--- config.mk ---
export PLATFORM = sky130hd
export DESIGN_NAME = irda_fir_4ppm_encoder
export DESIGN_NICKNAME = d
export VERILOG_FILES = /design/src/rtl/irda_fir_4ppm_encoder_pkg.sv /design/src/rtl/irda_fir_4ppm_encoder.sv
export SDC_FILE = /design/constraint.sdc
export NUM_CORES = 1
export LEC_CHECK = 0
export BUFFER_PORTS_ARGS = -buffer_cell sky130_fd_sc_hd__buf_2
export CAP_MARGIN = 15
export CORE_MARGIN = 2
export CORE_UTILIZATION = 40
export DETAILED_ROUTE_END_ITERATION = 16
export HOLD_SLACK_MARGIN = 0.02
export PLACE_DENSITY_LB_ADDON = 0.2
export SYNTH_ARGS = -nofsm -noshare
export SYNTH_HDL_FRONTEND = slang
export SYNTH_SLANG_ARGS = --single-unit
export TNS_END_PERCENT = 30
--- constraint.sdc ---
create_clock -name clk -period 3.6 [get_ports clk]
set_clock_uncertainty 0.15 [all_clocks]
set_input_delay 0.72 -clock clk [delete_from_list [all_inputs] [get_ports clk]]
set_output_delay 0.72 -clock clk [all_outputs]
set_load 0.05 [all_outputs]
--- src/rtl/irda_fir_4ppm_encoder_pkg.sv ---
// Shared constants, types and the 4PPM symbol map for the FIR (4 Mb/s) modulator.
// Provides: flag/preamble chip words, segment end indices, FSM state type,
// holding-register payload type, and the dibit/byte to 4PPM chip mapping.
package irda_fir_4ppm_encoder_pkg;

    localparam int unsigned CHIP_IDX_W = 5;
    localparam int unsigned REP_W      = 5;
    localparam int unsigned SHREG_W    = 32;
    localparam int unsigned BYTE_W     = 8;
    localparam int unsigned BYTE_CHIPS = 16;

    // Chip words, leftmost chip transmitted first.
    localparam logic [15:0] PREAMBLE_WORD = 16'b1000_0000_1010_1000;
    localparam logic [31:0] START_WORD    = 32'b0000_1100_0000_1100_0110_0000_0110_0000;
    localparam logic [31:0] STOP_WORD     = 32'b0000_1100_0000_1100_0000_0110_0000_0110;

    // Index of the final chip in 16- and 32-chip segments.
    localparam logic [CHIP_IDX_W-1:0] SEG16_END = CHIP_IDX_W'(15);
    localparam logic [CHIP_IDX_W-1:0] SEG32_END = CHIP_IDX_W'(31);

    typedef enum logic [2:0] {
        ST_IDLE,
        ST_PREAMBLE,
        ST_START,
        ST_DATA,
        ST_STOP
    } state_t;

    // Byte held between framer handshake and shift-register load.
    typedef struct packed {
        logic              last;
        logic [BYTE_W-1:0] data;
    } tx_byte_t;

    // One dibit to one 4-chip symbol; the pulse position encodes the value.
    function automatic logic [3:0] ppm_symbol(input logic [1:0] dibit);
        logic [3:0] sym;
        case (dibit)
            2'b00:   sym = 4'b1000;
            2'b01:   sym = 4'b0100;
            2'b10:   sym = 4'b0010;
            default: sym = 4'b0001;
        endcase
        return sym;
    endfunction

    // Whole byte to 16 chips, least significant dibit transmitted first.
    function automatic logic [BYTE_CHIPS-1:0] ppm_byte(input logic [BYTE_W-1:0] b);
        return {ppm_symbol(b[1:0]), ppm_symbol(b[3:2]), ppm_symbol(b[5:4]), ppm_symbol(b[7:6])};
    endfunction

endpackage

--- src/rtl/irda_fir_4ppm_encoder.sv ---
// FIR 4PPM modulator: preamble, start flag, 4PPM data bytes, stop flag, one chip per strobe.
// Ports:
//   clk, wb_rst_n_i       clock, asynchronous active-low reset
//   enable_i              FIR mode selected; low returns to idle on the next clock
//   chip_en_i             one-clock strobe per chip period
//   frame_start_i         start a frame (only taken in idle)
//   byte_i/_valid_i/_last_i, byte_ready_o   framer byte handshake (accept on valid & ready)
//   chip_o                registered chip to the pad mux (1 = LED on)
//   busy_o                frame in progress
//   underrun_o            one-clock pulse when data starves mid-frame
module irda_fir_4ppm_encoder
    import irda_fir_4ppm_encoder_pkg::*;
#(
    parameter int unsigned PREAMBLE_REPS = 16
) (
    input  logic              clk,
    input  logic              wb_rst_n_i,
    input  logic              enable_i,
    input  logic              chip_en_i,
    input  logic              frame_start_i,
    input  logic [BYTE_W-1:0] byte_i,
    input  logic              byte_valid_i,
    input  logic              byte_last_i,
    output logic              byte_ready_o,
    output logic              chip_o,
    output logic              busy_o,
    output logic              underrun_o
);

    localparam logic [REP_W-1:0] REP_LAST = REP_W'(PREAMBLE_REPS - 1);

    state_t                 state_q, state_d;
    logic [SHREG_W-1:0]     shreg_q, shreg_d;
    logic [CHIP_IDX_W-1:0]  idx_q, idx_d;
    logic [REP_W-1:0]       rep_q, rep_d;
    tx_byte_t               hold_q, hold_d;
    logic                   hold_full_q, hold_full_d;
    logic                   cur_last_q, cur_last_d;
    logic                   last_seen_q, last_seen_d;
    logic                   chip_q, chip_d;
    logic                   busy_q, busy_d;
    logic                   ready_q, ready_d;
    logic                   underrun_q, underrun_d;
    logic [CHIP_IDX_W-1:0]  seg_end;
    logic                   accept;

    assign accept  = byte_valid_i & ready_q;
    assign seg_end = (state_q == ST_PREAMBLE || state_q == ST_DATA) ? SEG16_END : SEG32_END;

    // State and output registers.
    always_ff @(posedge clk or negedge wb_rst_n_i) begin
        if (!wb_rst_n_i) begin
            state_q     <= ST_IDLE;
            shreg_q     <= '0;
            idx_q       <= '0;
            rep_q       <= '0;
            hold_q      <= '0;
            hold_full_q <= 1'b0;
            cur_last_q  <= 1'b0;
            last_seen_q <= 1'b0;
            chip_q      <= 1'b0;
            busy_q      <= 1'b0;
            ready_q     <= 1'b0;
            underrun_q  <= 1'b0;
        end else begin
            state_q     <= state_d;
            shreg_q     <= shreg_d;
            idx_q       <= idx_d;
            rep_q       <= rep_d;
            hold_q      <= hold_d;
            hold_full_q <= hold_full_d;
            cur_last_q  <= cur_last_d;
            last_seen_q <= last_seen_d;
            chip_q      <= chip_d;
            busy_q      <= busy_d;
            ready_q     <= ready_d;
            underrun_q  <= underrun_d;
        end
    end

    // Next-state, shift register, holding register and next-output logic.
    always_comb begin
        state_d     = state_q;
        shreg_d     = shreg_q;
        idx_d       = idx_q;
        rep_d       = rep_q;
        hold_d      = hold_q;
        hold_full_d = hold_full_q;
        cur_last_d  = cur_last_q;
        last_seen_d = last_seen_q;
        chip_d      = chip_q;
        underrun_d  = 1'b0;

        // Ready implies the holding register is empty, so this never collides with a load.
        if (accept) begin
            hold_d      = '{last: byte_last_i, data: byte_i};
            hold_full_d = 1'b1;
            last_seen_d = last_seen_q | byte_last_i;
        end

        if (state_q == ST_IDLE) begin
            chip_d = 1'b0;
            if (frame_start_i) begin
                state_d     = ST_PREAMBLE;
                shreg_d     = {PREAMBLE_WORD, 16'h0000};
                idx_d       = '0;
                rep_d       = '0;
                hold_full_d = 1'b0;
                cur_last_d  = 1'b0;
                last_seen_d = 1'b0;
            end
        end else if (chip_en_i) begin
            chip_d  = shreg_q[SHREG_W-1];
            shreg_d = {shreg_q[SHREG_W-2:0], 1'b0};
            idx_d   = idx_q + CHIP_IDX_W'(1);
            if (idx_q == seg_end) begin
                idx_d = '0;
                unique case (state_q)
                    ST_PREAMBLE: begin
                        if (rep_q == REP_LAST) begin
                            state_d = ST_START;
                            shreg_d = START_WORD;
                            rep_d   = '0;
                        end else begin
                            shreg_d = {PREAMBLE_WORD, 16'h0000};
                            rep_d   = rep_q + REP_W'(1);
                        end
                    end
                    ST_START, ST_DATA: begin
                        // A byte marked last ends the data; otherwise the next byte must be waiting.
                        if (state_q == ST_DATA && cur_last_q) begin
                            state_d = ST_STOP;
                            shreg_d = STOP_WORD;
                        end else if (hold_full_q) begin
                            state_d     = ST_DATA;
                            shreg_d     = {ppm_byte(hold_q.data), 16'h0000};
                            cur_last_d  = hold_q.last;
                            hold_full_d = 1'b0;
                        end else begin
                            state_d    = ST_STOP;
                            shreg_d    = STOP_WORD;
                            underrun_d = 1'b1;
                        end
                    end
                    ST_STOP: begin
                        state_d     = ST_IDLE;
                        hold_full_d = 1'b0;
                        last_seen_d = 1'b0;
                    end
                    default: state_d = ST_IDLE;
                endcase
            end
        end

        // Mode deselect aborts everything silently.
        if (!enable_i) begin
            state_d     = ST_IDLE;
            chip_d      = 1'b0;
            idx_d       = '0;
            rep_d       = '0;
            hold_full_d = 1'b0;
            cur_last_d  = 1'b0;
            last_seen_d = 1'b0;
            underrun_d  = 1'b0;
        end

        busy_d  = (state_d != ST_IDLE);
        ready_d = !hold_full_d && !last_seen_d && (state_d == ST_START || state_d == ST_DATA);
    end

    assign chip_o       = chip_q;
    assign busy_o       = busy_q;
    assign byte_ready_o = ready_q;
    assign underrun_o   = underrun_q;

endmodule
### Word-level counts from Yosys, hierarchy flattened

Index checks and enable logic that the tools add are counted.

* add/sub/neg operators: 2
* equal/unequal tests: 24
* bitwise operators: 2
* mux-type cells: 67
* reductions and logical operators: 19

Operators with widths (count)
* $mux 32: 7
* $pmux 32 s2: 1
* $mux 5: 12
* $pmux 4 s3: 4
* $mux 1: 33
* $mux 3: 8
* $ne 3x1->1 const B: 5
* $eq 3x2->1 const B: 4
* $add 5x1->5 const B: 2
* $eq 2x1->1 const B: 4
* $eq 2x2->1 const B: 4
* $logic_not 2->1: 4
* $ne 3x3->1 const B: 2
* $pmux 3 s2: 1
* $reduce_and 6->1: 1
* $eq 5x4->1 const B: 1
* $eq 5x5->1: 1
* $reduce_and 2->1: 2
* $reduce_and 4->1: 1
* $eq 3x1->1 const B: 1
* $eq 3x3->1 const B: 1
* $logic_and 1x1->1: 3
* $logic_not 3->1: 1
* $reduce_bool 3->1: 1
* other kinds (8): 10

* logic and storage cells: 127
* register bits: 61
* bits of input ports: 15

### Longest topological paths before layout

* depth after elaboration: 12
* mapped depth: 8

### Worst setup path after synthesis

Ideal clock, no wire load.

* kind: input-to-reg
* from: in frame_start_i
* to: reg rep_q[3]
* data required time: 3.385 ns
* path slack: 1.432 ns
* arrival: 1.953 ns
* stages: 5
* path buffers: 0
* setup time: 0.065 ns
* cells stage by stage: or4b_4 > nand2_4 > o22ai_4 > or4_1 > nand2_1

* word-level cells in the longest chain between the ends: 2

Ends and longest elaborated chain
* start, declared: RTL line irda_fir_4ppm_encoder.sv:20 `input logic frame_start_i,`
* $ne 3x3->1 (no source line)
* $reduce_and 4->1 (no source line)
* end signal, assigned: RTL line irda_fir_4ppm_encoder.sv:69 `rep_q <= rep_d;`
* end, declared: RTL line irda_fir_4ppm_encoder.sv:35 `logic [REP_W-1:0] rep_q, rep_d;`

Every way passes these cells.
A chain may end at the register's enable or synchronous reset.

### Worst setup path in the final report

* from: reg state_q[1]
* to: reg busy_q (netlist: busy_o)

* word-level cells in the longest chain between the ends: 9
* elaborated cells on any way between the ends: 18
* those cells by class: eq/ne: 4; mux: 9; reduce/logical: 5

Ends and longest elaborated chain
* start, declared: RTL line irda_fir_4ppm_encoder.sv:32 `state_t state_q, state_d;`
* start signal, assigned: RTL line irda_fir_4ppm_encoder.sv:66 `state_q <= state_d;`
* $eq 3x1->1 or $eq 3x2->1 (tied branches): RTL line irda_fir_4ppm_encoder.sv:48, irda_fir_4ppm_encoder.sv:118, irda_fir_4ppm_encoder.sv:131
* $logic_or 1x1->1 or $logic_and 1x1->1 (tied branches): RTL line irda_fir_4ppm_encoder.sv:48, irda_fir_4ppm_encoder.sv:131
* $mux 5 or $mux 3 (tied branches): RTL line irda_fir_4ppm_encoder.sv:48, irda_fir_4ppm_encoder.sv:131
* $eq 5x5->1 or $pmux 3 s2 (tied branches): RTL line irda_fir_4ppm_encoder.sv:116, irda_fir_4ppm_encoder.sv:118
* $mux 3: RTL line irda_fir_4ppm_encoder.sv:116 `if (idx_q == seg_end) begin`
* $mux 3: RTL line irda_fir_4ppm_encoder.sv:112 `end else if (chip_en_i) begin`
* $mux 3 (*): RTL line irda_fir_4ppm_encoder.sv:101 `if (state_q == ST_IDLE) begin`
* $mux 3 (*): RTL line irda_fir_4ppm_encoder.sv:156 `if (!enable_i) begin`
* $reduce_bool 3->1 (*): RTL line irda_fir_4ppm_encoder.sv:167 `busy_d = (state_d != ST_IDLE);`
* via busy_d: RTL line irda_fir_4ppm_encoder.sv:41 `logic busy_q, busy_d;`
* end signal, assigned: RTL line irda_fir_4ppm_encoder.sv:75 `busy_q <= busy_d;`
* end, declared: RTL line irda_fir_4ppm_encoder.sv:41

The timed path passes the listed nets; every way through them passes the cells marked *.

==> flow_summary_export.csv <==
group,metric,value,unit
synth,synth-simple-area-share,19.90,%
route,drtPass1Iterations,4,
worst_setup_path,end_kind,"register",
timing,fmax,422.2,MHz
synth,synth_area,2892,sq um
synth,synth_top_family_by_area,"simple AND/OR/NAND/NOR gates",
timing,min_period,2.369,ns
global_routing,gr-usage-all-layers,18.40,%
finish,layout-drive-gt1-share,20.20,%
route,vias_per_cell,5.565,
synth,yosys_most_used_dff,"dfrtp_1",
global_routing,grt_pass1_vias,2125,
global_routing,grt_pass1_wl,10.81,mm
synth,synth_xor_area_share,1.471,%
clocking,clk_pin_slew_worst_paths,0.07,ns
synth,synth_adder_area_share,0.8654,%
finish,area_growth,13.20,%
floorplanning,dieArea,7925,sq um
finish,fin_nets,314,
timing,timing.final.crit_share,65.80,%
worst_setup_path,crit_arrival,2.43,ns
clocking,postCtsSetupBuffers,0,
finish,final_area,3273,sq um
synth,ys_ff_latch,60,
global_routing,grt_max_degree,28,
global_routing,grt_antenna_before_repair,0,
place,hpwl,4.569,mm
place,gp_congestion,0.9351,
clocking,cts_buffers,9,
synth,synth_warnings,0,
timing,tightest_slew,0.8320,ns
route,ant_nets,0,
worst_setup_path,crit_type,"reg -> reg",
clocking,cts_tree,"yes",
synth,syn-num-nets,296,
status,outcome,"finished clean",
power_and_ir_drop,peakVddDrop,0.0003562,V
min_path,hp-class,"in -> async",
route,vias,2215,
timing,hold_viol,0,
floorplanning,die_h,89.02,microns
finish,layout_common_cells,"dfrtp_1, nand2_1, nor2_1",
clocking,clock-sinks,60,
worst_setup_path,crit_required,3.66,ns
route,initialDrtViolationCount,184,
floorplanning,rows,30,
clocking,clock_latency,0.34,ns
timing,rsz0062_at_grt,"false",
synth,yosysUniqueCellTypes,51,
place,io_buffers,18,
run,max_cap_viol_count,0,
synth,syn_inst,279,
power_and_ir_drop,power.leakage,1.459,nW
place,dp_cells,382,
worst_setup_path,path_max_fanout,15,
finish,final_cells,398,
finish,layout_commonest_cell,"dfrtp_1",
clocking,root_buffer,"clkbuf_8",
synth,synth_compound_area_share,17.74,%
synth,synth_edf_count,0,
timing,tns,0,ns
route,drcViolationCount,0,
timing,setup_viol,0,
floorplanning,die_x,89.02,microns
synth,synthMuxAreaShare,4.933,%
floorplanning,start_util,41.87,%
clocking,htreeDepth,3,
synth,synthArstFlopShare,100.0,%
synth,yosysSeqAreaShare,51.93,%
clocking,clockBufferDepth,2,
floorplanning,io-pin-count,19,
timing,holdWs,0.1769,ns
route,finalWirelength,6.542,mm
clocking,cts_resized,0,
global_routing,gr-total-overflow,0,
place,dpl_cell_area,3048,sq um
worst_setup_path,start_kind,"register",
floorplanning,core,6907,sq um
power_and_ir_drop,p_per_area,457.5,nW/um^2
synth,avgSynthCellArea,10.36,sq um
clocking,cts-hold-fix-buffers,0,
finish,antenna_cells,0,
timing,slew_headroom,44.53,%
timing,slew_violations,0,
route,wl_per_cell,16.44,microns
-- report_power, final --
group / total, mW / switching [mW] / leakage (nW) / internal [mW]
combinational: 0.113 / 0.0763 / 0.537 / 0.0366
sequential: 0.703 / 0.0129 / 0.817 / 0.691
clock: 0.681 / 0.274 / 0.105 / 0.407
-- cell usage after synthesis, drive strengths merged, types with 4 or more instances --
library cell / n / area share, %
nor3: 6 / 1.2
nand3: 15 / 2.6
mux2: 10 / 3.9
nor2: 20 / 2.6
a22oi: 14 / 3.6
a22o: 7 / 2.1
clkbuf: 5 / 0.65
nor2b: 4 / 0.87
or3: 6 / 1.3
dfrtp: 60 / 52
nand2: 39 / 5.9
o21ai: 15 / 2.7
o22ai: 4 / 1.3
a21oi: 16 / 2.8
buf: 10 / 2.4
-- final cells by class --
type	instances	area (sq um)
Multi-Input combinational cell	203	1303
Tap cell	96	120.1
Clock inverter	6	87.58
Sequential cell	60	1501
Inverter	1	3.754
Timing Repair Buffer	22	120.1
Fill cell	667	3633
Clock buffer	10	137.6
-- per-layer routing --
layer  GRT usage [%]  share of wire (%)
met5               0                  0
met4           6.784                1.8
met3           5.078                5.3
met2           25.71                 44
met1           27.31                 49
-- critical path, stage by stage (launching register included) --
cell	delay [ns]
dfrtp_1	0.56
nor3_1	0.46
nor2_1	0.10
buf_4	0.19
o22ai_4	0.23
nor3_1	0.10
or4_1	0.47
-- cells by family (layout without fill, tap and decap cells) --
logic type / after synthesis / after routing
AND/OR/NAND/NOR: 110 / 110
AO/OA/AOI/OAI: 74 / 74
adder cells (fa/ha/maj): 2 / 2
XOR/XNOR: 4 / 4
buffers and inverters: 16 / 39
flip-flops: 60 / 60
multiplexers: 13 / 13
-- state kept, by name, indices dropped and copies added, names as in the netlist --
| register | count |
|---|---|
| state_q | 3 |
| hold_full_q | 1 |
| underrun_o | 1 |
| shreg_q | 31 |
| busy_o | 1 |
| rep_q | 5 |
| byte_ready_o | 1 |
| hold_q | 9 |
| cur_last_q | 1 |
| last_seen_q | 1 |
| idx_q | 5 |
| chip_o | 1 |
-- metrics by stage --
stage	utilization [%]	setup slack [ns]	total power, mW
2_1_floorplan	-	1.432	0.7898
3_3_place_gp	44.13	1.272	0.8287
3_5_place_dp	44.13	1.256	0.8302
4_1_cts	47.39	1.270	1.517
5_1_grt	47.39	1.108	1.569
6_report	47.39	1.231	1.497
-- path summary, 6_finish.rpt --
check	to	slack, ns	cells after the start	start
max	busy_o	1.23	6	state_q[1]
min	shreg_q[23]	0.18	1	wb_rst_n_i
max reg2reg	busy_o	1.23	6	state_q[1]
min reg2reg	shreg_q[1]	0.34	2	shreg_q[1]
max in group asynchronous	shreg_q[3]	2.45	2	wb_rst_n_i
min in group clk	shreg_q[1]	0.34	2	shreg_q[1]
No activity file was read; power rests on OpenSTA's default activity.
